### src/rtl/xor_xnor_accum.sv
// Streaming XOR/XNOR frame accumulator.
// Each frame of beats is folded into one word with bitwise XOR. The word is
// inverted for XNOR frames and presented with its parity, beat count and a
// flag that shows the frame was cut off at MAX_LEN.
module xor_xnor_accum #(
   parameter int unsigned WIDTH   = 8,
   parameter int unsigned MAX_LEN = 16,
   localparam int unsigned CW     = $clog2(MAX_LEN + 1)
) (
   input  logic             clk,
   input  logic             rst,
   input  logic             mode,
   input  logic             in_valid,
   output logic             in_ready,
   input  logic [WIDTH-1:0] in_data,
   input  logic             in_last,
   output logic             out_valid,
   input  logic             out_ready,
   output logic [WIDTH-1:0] out_data,
   output logic             out_parity,
   output logic [CW-1:0]    out_count,
   output logic             out_overflow
);

   typedef enum logic [1:0] {IDLE, ACCUM, DONE} state_t;

   state_t           state, state_nx;
   logic [WIDTH-1:0] acc, acc_nx;
   logic [CW-1:0]    cnt, cnt_nx;
   logic             mode_q, mode_nx;
   logic             ovf, ovf_nx;
   logic             beat_ok;

   // State and datapath registers; reset discards any partial frame or result.
   always_ff @(posedge clk or posedge rst) begin
      if (rst) begin
         state  <= IDLE;
         acc    <= '0;
         cnt    <= '0;
         mode_q <= 1'b0;
         ovf    <= 1'b0;
      end else begin
         state  <= state_nx;
         acc    <= acc_nx;
         cnt    <= cnt_nx;
         mode_q <= mode_nx;
         ovf    <= ovf_nx;
      end
   end

   // Handshakes, frame folding, next-state selection and result presentation.
   always_comb begin
      state_nx = state;
      acc_nx   = acc;
      cnt_nx   = cnt;
      mode_nx  = mode_q;
      ovf_nx   = ovf;

      in_ready  = (state != DONE) && !rst;
      out_valid = (state == DONE);
      beat_ok   = in_valid && in_ready;

      unique case (state)
         IDLE: begin
            if (beat_ok) begin
               acc_nx   = in_data;
               cnt_nx   = CW'(1);
               mode_nx  = mode;
               ovf_nx   = 1'b0;
               state_nx = in_last ? DONE : ACCUM;
            end
         end
         ACCUM: begin
            if (beat_ok) begin
               acc_nx = acc ^ in_data;
               cnt_nx = cnt + CW'(1);
               if (in_last) begin
                  state_nx = DONE;
                  ovf_nx   = 1'b0;
               end else if (cnt_nx == CW'(MAX_LEN)) begin
                  // frame cut off: the next beat opens a fresh frame
                  state_nx = DONE;
                  ovf_nx   = 1'b1;
               end
            end
         end
         DONE: begin
            if (out_ready) state_nx = IDLE;
         end
         default: state_nx = IDLE;
      endcase

      out_data     = mode_q ? ~acc : acc;
      out_parity   = ^out_data;
      out_count    = cnt;
      out_overflow = ovf;
   end

endmodule

### config.mk
export PLATFORM = sky130hd
export DESIGN_NAME = xor_xnor_accum
export DESIGN_NICKNAME = d
export VERILOG_FILES = /design/src/rtl/xor_xnor_accum.sv
export SDC_FILE = /design/constraint.sdc
export NUM_CORES = 1
export LEC_CHECK = 0
export ABC_AREA = 1
export CAP_MARGIN = 10
export CORE_MARGIN = 2
export CORE_UTILIZATION = 40
export DETAILED_ROUTE_END_ITERATION = 12
export PLACE_DENSITY = 0.69
export RECOVER_POWER = 25
export SLEW_MARGIN = 20
export SYNTH_ARGS = -nofsm -noshare
export SYNTH_HDL_FRONTEND = slang
export SYNTH_SLANG_ARGS = --single-unit
export TNS_END_PERCENT = 50
### constraint.sdc
create_clock -name clk -period 2.4 [get_ports clk]
set_clock_uncertainty 0.05 [all_clocks]
set_input_delay 0.48 -clock clk [delete_from_list [all_inputs] [get_ports clk]]
set_output_delay 0.48 -clock clk [all_outputs]
set_load 0.02 [all_outputs]
[Word level (Yosys, flattened, before mapping)]
Cells that the tools add are included.
Operators by class
  $add $sub $neg: 1
  $mul: 0
  div/mod/pow operators: 0
  $lt $le $gt $ge: 0
  equal/unequal tests: 8
  shifts and indexed selects: 0
  multiplexer cells: 19
  bitwise logic cells: 2
  reductions and logical operators: 10
Operator list (number)
  $mux W8: 3
  $pmux W8 S2: 1
  $mux W2: 6
  $mux W5: 2
  $pmux W5 S2: 1
  $not A8 Y8: 1
  $reduce_and A4 Y1: 2
  $reduce_xor A8 Y1: 1
  $xor A8 B8 Y8: 1
  $ne A2 B2 Y1 const B: 3
  $pmux W2 S3: 1
  $add A5 B1 Y5 const B: 1
  $eq A5 B5 Y1 const B: 1
  $mux W1: 4
  $ne A3 B3 Y1 const B: 1
  $reduce_and A3 Y1: 1
  $eq A2 B1 Y1 const B: 1
  $eq A2 B2 Y1 const B: 1
  $logic_and A1 B1 Y1: 2
  $logic_not A2 Y1: 1
  $ne A2 B1 Y1 const B: 1
  $pmux W1 S2: 1
  $reduce_and A2 Y1: 1
  $reduce_bool A2 Y1: 1
  $logic_not A1 Y1: 1
Storage, ports and cells
  bits in registers: 17
  latch bits: 0
  memory bits (writable): 0
  ROM bits: 0
  bits of input ports: 14
  logic and storage cells: 45
  memories kept: 0

[Logic depth before layout (Yosys ltp)]
Gate-level depths: netlist of run 1.
  depth after elaboration: 6
  depth in mapped cells: 9
  depth with buffers taken out: 9

[Worst setup path before layout of run 1]
No wires, ideal clock.
  path type: register to output
  from: reg mode_q
  to: out out_parity
  arrival: 1.311 ns
  required time: 1.870 ns
  setup slack: 0.559 ns
  stages on the path, launching flop included: 8
  path buffers: 0
  cells stage by stage: dfrtp_1 -> xor2_1 -> nand2_2 -> nand2_2 -> inv_2 -> nand2_1 -> nand3_1 -> nand2_1
On the way
  cells in the longest elaborated chain, start to end: 2
Ends and longest elaborated chain
  start, declared: line 30  | logic mode_q, mode_nx;
  start signal, assigned: line 46  | mode_q <= mode_nx;
  $mux W8: line 93  | out_data = mode_q ? ~acc : acc;
  net out_data[7]: line 19  | output logic [WIDTH-1:0] out_data,
  $reduce_xor A8 Y1: line 94  | out_parity = ^out_data;
  end, declared: line 20  | output logic out_parity,
The timed path passes the listed nets, and every way through them passes these cells.

[Worst setup path after layout of run 1]
  from: reg mode_q
  to: out out_data[7]
On the way
  cells in the longest elaborated chain, start to end: 1
Ends and longest elaborated chain (line)
  $mux W8: 93
  end, declared: 19
No other way between the ends.

==> results of run 1 <==
## path summary, 6_finish.rpt
| path | from | end | depth (start not counted) |
|---|---|---|---|
| max in group asynchronous | rst | acc[7] | 3 |
| min reg2reg | out_overflow | out_overflow | 2 |
| min in group asynchronous | rst | out_count[2] | 3 |
| max reg2reg | state[0] | acc[5] | 5 |
| max | mode_q | out_data[7] | 3 |
| min | out_overflow | out_overflow | 2 |
## cell usage in the layout (no fill, tap or decap), types with 5 or more instances in the layout
cell type        count
nand2_1             43
clkdlybuf4s50_1     29
dfrtp_1             17
xor2_1              13
nand3_1             11
inv_1               10
nor2_1               9
nand2_2              9
xnor2_1              5
## cell type report
cell class | instances | area, µm² | area share, %
Sequential cell | 17 | 425.4 | 28.72
Tap cell | 31 | 38.79 | 2.618
Clock buffer | 4 | 26.28 | 1.774
Multi-Input combinational cell | 106 | 615.6 | 41.55
Timing Repair Buffer | 33 | 326.6 | 22.04
Inverter | 13 | 48.80 | 3.294
## power groups by stage
stage | sequential (mW) | clock [mW] | combinational (mW)
5_1_grt | 0.546 | 0.174 | 1.49
3_5_place_dp | 0.529 | 0 | 1.40
4_1_cts | 0.523 | 0.160 | 1.37
3_3_place_gp | 0.524 | 0 | 1.37
2_1_floorplan | 0.509 | 0 | 0.919
6_report | 0.525 | 0.154 | 1.35
## critical path, delay by kind of cell (launching register included)
family    cells  cell delay, ps
xor+xnor      1             190
flops         1             450
buf+inv       2             810
## metal layers
layer  global-route usage [%]  vias to the layer above
met5                        0                        -
met1                    18.61                      433
met4                    3.987                        0
li1                         -                      501
met2                    23.92                       22
met3                    2.304                        2
## metrics by stage
stage / worst slack [ps] / utilization, % / hold WS, ps / instances / area [µm²]
final: 133.4 / 55.15 / 475.3 / 204 / 1481
after global routing: 54.18 / 55.15 / 494.2 / 204 / 1481
after CTS: 37.48 / 55.15 / 475.2 / 204 / 1481
after detailed placement: 97.34 / 54.22 / 448.0 / 200 / 1456
after global placement: 146.2 / 54.22 / 439.9 / 200 / 1456
after floorplan: 559.0 / - / 387.2 / 139 / 1112
## state kept, by name, indices dropped and copies added, names as in the netlist
name	cells
acc	8
state	2
out_count	5
mode_q	1
out_overflow	1
## kinds of logic (layout without fill, tap and decap cells)
logic type / Yosys count / in the layout / synth area share [%]
adder cells (fa/ha/maj): 1 / 1 / 1.125
AND/OR/NAND/NOR: 78 / 78 / 31.61
flip-flops: 17 / 17 / 38.25
buffers and inverters: 16 / 50 / 7.087
AO/OA/AOI/OAI: 7 / 7 / 4.500
XOR/XNOR: 20 / 20 / 17.44
## timing repair
action                                  4_1_cts  5_1_grt
hold buffers                                  0        0
gates cloned                                  0        0
gates resized for setup                       1        3
endpoints found under the setup margin        1        1
==> flow_summary.toml, run 1 <==
[run_status]
outcome = "finished clean"

[detailed_routing]
met1_length_um = 991
vias = 958
top_layer = "met4"
wire_per_inst_um = 10.36
drt_iter0_markers = 16
drt_wl_total_mm = 2.114
antenna_left = 0
first_pass_iters = 4
route.detailed.drc = 0
dr_wl_met2_mm = 1.015
via_per_inst = 4.696
routed-wl-met3_um = 96

[power_and_ir_drop]
swShare_pct = 47.50
seq_power_share_pct = 25.9
powerDensity_nw_per_um2 = 1370
power_leakage_nw = 0.6745
intPower_mw = 1.066
power.total_mw = 2.030
max-vdd-ir-drop_v = 0.001435
p_sw_mw = 0.9642
clockPowerShare_pct = 7.6
combPwrFrac_pct = 66.5

[grt]
grt_pass1_vias = 849
gr-total-overflow = 0
track_usage_pct = 14.14
grt_start_max_net_pins = 18
antenna_found_initial = 0
grt_pass1_wl_mm = 3.629

[synthesis]
yosysWarnings = 0
ys_seq_elements = 17
async_reset_ff_share_pct = 100.0
synth_area_leaders = "dfrtp_1, nand2_1, xor2_1"
ys.flop_type = "dfrtp_1"
synth_area_per_cell_um2 = 8.002
yosysMostFrequentCell = "nand2_1"
ys_seq_area_share_pct = 38.25
yosys-top-cells-count = "nand2_1, dfrtp_1, xor2_1"
synth_top_cell_area_share_pct = 38.25
synth_area_um2 = 1112
ys_types = 22
synth_area_leader_cell = "dfrtp_1"
synthCells = 139
synth_edf_count = 0
syn_nets = 154

[flow_run]
maxCapViolCount = 0

[clocking]
cts_sinks = 17
cts_made_buffers = 3
root_buffer = "clkbuf_4"
cts_setup_buffers = 0
cts.path.max_buffers = 2
clock_latency_ps = 290
htreeDepth = 1
clkTransAtPathRegs_ps = 110
tritoncts = "yes"

[timing]
fin_crit_sh_pct = 94.44
min_period_ps = 2267
hold_viol = 0
fmax_ghz = 0.4412
setup_viol = 0
slew_violations = 0
rsz0062_at_grt = "false"
relSlewSlack_pct = 37.48
finalSetupTns_ps = 0
worst_slew_pin_slew_ps = 937.9

[setup_path]
cp_slowest_cell = "clkdlybuf4s50_1"
worstPathRequired_ps = 1870
worst-r2r-setup-slack_ps = 840
crit_chain = "buf_12 -> xor2_2 -> clkdlybuf4s50_1"
crit_arrival_ps = 1740
cp_max_fo = 8
critPathKind = "reg2out"
endpoint_kind = "output port"
slowest_delay_ps = 630
worstSetupStartpointType = "flop"

[die]
start_util_pct = 41.41
io_pins = 31
dieWidth_um = 56.74
die_h_um = 56.74
core_area_um2 = 2686
rows = 19
die-area_um2 = 3219

[layout]
layout-drive-gt1-share_pct = 13.29
fill_cells = 260
nNetsFinal = 189
diodes = 0
area_growth_pct = 33.18

[min_path]
hold_path.class = "reg2reg"

[placed_design]
place.gp.congestion = 0.7986
port_buffers = 30
hpwlAfterDp_mm = 1.617
No activity file was read; power rests on OpenSTA's default activity.
==> run 2, diff against run 1 <==
--- a/config.mk
+++ b/config.mk
@@ -8,9 +8,9 @@
 export ABC_AREA = 1
 export CAP_MARGIN = 10
 export CORE_MARGIN = 2
-export CORE_UTILIZATION = 40
+export CORE_UTILIZATION = 51
 export DETAILED_ROUTE_END_ITERATION = 12
-export PLACE_DENSITY = 0.69
+export PLACE_DENSITY = 0.84
 export RECOVER_POWER = 25
 export SLEW_MARGIN = 20
 export SYNTH_ARGS = -nofsm -noshare
==> run 2 against run 1 <==
Sequential share of layout area grew 0.42 points. Setup slack lost 15 ps. Largest power group unchanged. Critical endpoint is now out_data[1]. Hold slack gained 14 ps. Clock power grew 4%. Largest cell class unchanged. Final area shrank 1.4%. Final cell count shrank 2.0%. Die area shrank 20%.
==> flow_summary.toml, run 2 (synthesis results as in run 1) <==
[layout]
nNetsFinal = 189
layout.cells.non_filler = 200
top_register = "acc"
layout-drive-gt1-share_pct = 13.29
final_common_cell = "nand2_1"
diodes = 0
final_cell_mix = "nand2_1, clkdlybuf4s50_1, dfrtp_1"
largest_reg_flops = 8
fill_cells = 170
area_growth_pct = 31.27
utilization_pct = 72.94

[clocking]
root_buffer = "clkbuf_4"
cts.path.max_buffers = 2
htreeDepth = 1
clock_latency_ps = 300
cts_sinks = 17
cts_setup_buffers = 0
tritoncts = "yes"
cts_made_buffers = 3
clkTransAtPathRegs_ps = 110

[flow_run]
maxCapViolCount = 0

[die]
io_pins = 31
core_area_um2 = 2002
dieWidth_um = 50.70
start_util_pct = 55.56
rows = 16
die_h_um = 50.70
die-area_um2 = 2570

[placed_design]
hpwlAfterDp_mm = 1.733
dp.cells = 196
port_buffers = 30
pre_cts_slack_ps = 77.41
place.gp.congestion = 0.7600

[setup_path]
reg2reg_from = "state[0]"
worst-r2r-setup-slack_ps = 820
cp_max_fo = 7
worstSetupStartpointType = "flop"
endpoint_kind = "output port"
crit_arrival_ps = 1750
critPathKind = "reg2out"
rr_worst_depth = 5
r2r-end = "acc[6]"
worstPathRequired_ps = 1870

[power_and_ir_drop]
clockPowerShare_pct = 7.9
power_leakage_nw = 0.6668
intPower_mw = 1.041
swShare_pct = 48.71
max-vdd-ir-drop_v = 0.0009359
combPwrFrac_pct = 66.3
p_sw_mw = 0.9884
powerDensity_nw_per_um2 = 1390
seq_power_share_pct = 25.8

[grt]
top_usage_layer = "met2"
grt_pass1_vias = 942
track_usage_pct = 20.28
grt_start_max_net_pins = 18
met1_usage_pct = 24.14
grt_use_met3_pct = 2.381
grt_pass1_wl_mm = 3.946
antenna_found_initial = 0
gr-total-overflow = 0
gr-usage-met2_pct = 36.84

[timing]
relSlewSlack_pct = 39.12
setup_viol = 0
fmax_ghz = 0.4383
worst_slew_pin_slew_ps = 913.3
fin_ws_ps = 118.2
hold_viol = 0
slew_violations = 0
rsz0062_at_grt = "false"
timing.hold.ws_ps = 488.9
fin_crit_sh_pct = 95.07
finalSetupTns_ps = 0
min_period_ps = 2282

[min_path]
worstHoldStart = "out_overflow"
min_to = "out_overflow"
hold_path.class = "reg2reg"
worstHoldPathCells = 2

[detailed_routing]
antenna_left = 0
wire_per_inst_um = 11.34
drt_wl_total_mm = 2.267
first_pass_iters = 5
vias = 969
route.detailed.drc = 0
drt_iter0_markers = 19
via_per_inst = 4.845

[run_status]
outcome = "finished clean"
[run 2: area by class of cell]
cell class,count,area [µm²],share of cell area [%]
Timing Repair Buffer,33,314.1,21.51
Clock buffer,3,22.52,1.542
Inverter,13,48.80,3.342
Multi-Input combinational cell,106,608.1,41.65
Clock inverter,1,7.507,0.5141
Tap cell,27,33.78,2.314
Sequential cell,17,425.4,29.13
[run 2: how the worst max path moves through the flow]
stage	startpoint	endpoint	slack [ps]	cells after the start
floorplan	mode_q	out_parity	560	7
global placement	rst	in_ready	160	5
detailed placement	mode_q	out_parity	80	9
CTS	mode_q	out_parity	2	9
global route	mode_q	out_parity	10	10
finish	mode_q	out_data[1]	120	3
[run 2: power groups by stage]
stage	logic [mW]	clock network [mW]	registers [mW]
6_report	1.35	0.160	0.523
5_1_grt	1.48	0.177	0.544
4_1_cts	1.36	0.166	0.524
3_5_place_dp	1.39	0	0.528
3_3_place_gp	1.34	0	0.523
2_1_floorplan	0.919	0	0.509
[run 2: per-layer routing]
metal,wire length [µm],share of wire (%),vias to the layer above
met4,13,0.57,0
li1,-,-,499
met2,1154,51,29
met5,0,0,-
met3,88,3.9,2
met1,1010,45,439
[run 2: worst max-delay path, stage by stage (launching register included)]
cell and delay [ps]:
dfrtp_1 440, buf_4 230, xor2_1 160, clkdlybuf4s50_1 620
[run 2: what timing repair did]
item / in CTS / in global routing
endpoints found under the setup margin: 1 / 1
hold buffers: 0 / 0
hold endpoints to repair: 0 / 0
pin swaps: 0 / 0
gates resized for setup: 1 / 2
[run 2: per-stage QoR]
step	instance area [µm²]	total power, mW
2_1_floorplan	1112	1.428
3_3_place_gp	1439	1.864
3_5_place_dp	1439	1.921
4_1_cts	1468	2.053
5_1_grt	1460	2.204
6_report	1460	2.029
==> run 3, diff against run 2 <==
--- a/config.mk
+++ b/config.mk
@@ -8,9 +8,9 @@
 export ABC_AREA = 1
 export CAP_MARGIN = 10
 export CORE_MARGIN = 2
-export CORE_UTILIZATION = 51
+export CORE_UTILIZATION = 42
 export DETAILED_ROUTE_END_ITERATION = 12
-export PLACE_DENSITY = 0.84
+export PLACE_DENSITY = 0.71
 export RECOVER_POWER = 25
 export SLEW_MARGIN = 20
 export SYNTH_ARGS = -nofsm -noshare
==> run 3 against run 2 <==
Maximum frequency grew 1.2%. Via count grew 1.4%. Total power shrank 0.38%. Clock power shrank 8%. Die area grew 20%. First-iteration DRC count is the same. Combinational power is essentially flat. Sequential share of layout area shrank 0.32 points. Final area grew 1.1%. Non-clock buffer count grew 2. Register-to-register slack is essentially flat. Setup slack gained 26 ps. Critical path type is now in2out. Critical endpoint is now in_ready.
==> flow_summary.toml, run 3 (synthesis results as in run 1) <==
[layout]
diodes = 0
multi_input_area_um2 = 608.1
utilization_pct = 59.06
fill_cells = 230
area_growth_pct = 32.73
layout-drive-gt1-share_pct = 14.29
nNetsFinal = 191
top_register = "acc"
largest_reg_flops = 8
seqCellArea_um2 = 425.4
final_common_cell = "nand2_1"
final_cell_mix = "nand2_1, clkdlybuf4s50_1, dfrtp_1"

[detailed_routing]
antenna_left = 0
drt_wl_total_mm = 2.111
drt_iter0_markers = 19
route.detailed.drc = 0
first_pass_iters = 4
vias = 983
wire_per_inst_um = 10.30
via_per_inst = 4.795

[setup_path]
crit_chain = "clkdlybuf4s50_1 -> inv_1 -> o21ai_4 -> inv_1 -> clkdlybuf4s50_1"
slowest_delay_ps = 600
cp_num_buf_inv = 4
cp_max_fo = 2
r2r-end = "state[0]"
cp_top_family = "buffers and inverters"
worstSetupStartpointType = "primary input"
worstPathRequired_ps = 1870
cp_slowest_cell = "clkdlybuf4s50_1"
critPathKind = "in2out"
worst-r2r-setup-slack_ps = 820
endpoint_kind = "output port"
reg2reg_from = "state[0]"
crit_arrival_ps = 1730
rr_worst_depth = 7

[timing]
fmax_ghz = 0.4433
rsz0062_at_grt = "false"
slew_violations = 0
finalSetupTns_ps = 0
min_period_ps = 2256
hold_viol = 0
relSlewSlack_pct = 39.05
fin_crit_sh_pct = 93.99
setup_viol = 0
worst_slew_pin_slew_ps = 914.2

[clocking]
cts.hold.buffers_added = 0
cts.path.max_buffers = 2
cts_sinks = 17
root_buffer = "clkbuf_4"
clkTransAtPathRegs_ps = 100
tritoncts = "yes"
cts_made_buffers = 3
htreeDepth = 1
clock_latency_ps = 290

[min_path]
hold_path.class = "reg2reg"
min_to = "out_overflow"
worstHoldPathCells = 2
worstHoldStart = "out_overflow"

[grt]
antenna_found_initial = 0
grt_pass1_vias = 906
gr-total-overflow = 0
grt_start_max_net_pins = 18
track_usage_pct = 14.21
grt_pass1_wl_mm = 3.663

[power_and_ir_drop]
power_leakage_nw = 0.6797
max-vdd-ir-drop_v = 0.0009224
powerDensity_nw_per_um2 = 1369

[die]
dieWidth_um = 55.46
rows = 18
core_area_um2 = 2500
start_util_pct = 44.49
die-area_um2 = 3076
die_h_um = 55.46
io_pins = 31

[placed_design]
hpwlAfterDp_mm = 1.650
place.gp.congestion = 0.8349
port_buffers = 30

[run_status]
outcome = "finished clean"

[flow_run]
maxCapViolCount = 0
[run 3: final cells by class]
class                      instances  area share (%)
multi-input combinational        106           41.19
sequential                        17           28.81
timing repair buffer              35           22.29
inverter                          13           3.305
tap                               30           2.542
clock buffer                       3           1.525
clock inverter                     1          0.3390
[run 3: power by group]
part | switching, mW | leakage, nW | internal [mW]
Sequential | 0.137 | 0.219 | 0.384
Combinational | 0.743 | 0.443 | 0.611
Clock | 0.0848 | 0.0177 | 0.0619
Total | 0.964 | 0.680 | 1.06
[run 3: per-stage QoR]
step / power [mW] / hold slack, ps / cell area [µm²] / cells / setup WS (ps)
2_1_floorplan: 1.428 / 387.2 / 1112 / 139 / 559.0
3_3_place_gp: 1.865 / 444.1 / 1443 / 199 / 130.2
3_5_place_dp: 1.911 / 447.3 / 1443 / 199 / 87.13
4_1_cts: 2.056 / 488.7 / 1484 / 205 / 69.58
5_1_grt: 2.186 / 567.9 / 1476 / 205 / 64.08
6_report: 2.021 / 479.8 / 1476 / 205 / 144.2
[run 3: how the worst max path moves through the flow]
stage          startpoint         end  slack, ps  cells past startpoint
3_3_place_gp          rst    in_ready        130                      5
3_5_place_dp       mode_q  out_parity         90                      9
2_1_floorplan      mode_q  out_parity        560                      7
4_1_cts            mode_q  out_parity         70                      9
5_1_grt            mode_q  out_parity         60                      9
6_report              rst    in_ready        140                      5
[run 3: tightest hold or removal path: stages (launching register included)]
cell     delay (ps)
dfrtp_1         360
nor2_1           50
nor2_1           80
[run 3: layer usage]
metal / routed length (µm) / vias up / GRT usage [%]
met5: 0 / - / 0
met4: 24 / 0 / 3.484
met3: 101 / 4 / 3.044
met2: 1021 / 28 / 25.00
met1: 963 / 442 / 17.60
li1: - / 509 / -
[run 3: what timing repair did]
action                     CTS  global route
gates cloned                 0             0
setup endpoints to repair    1             1
buffers inserted             2             0
resized for setup            1             2
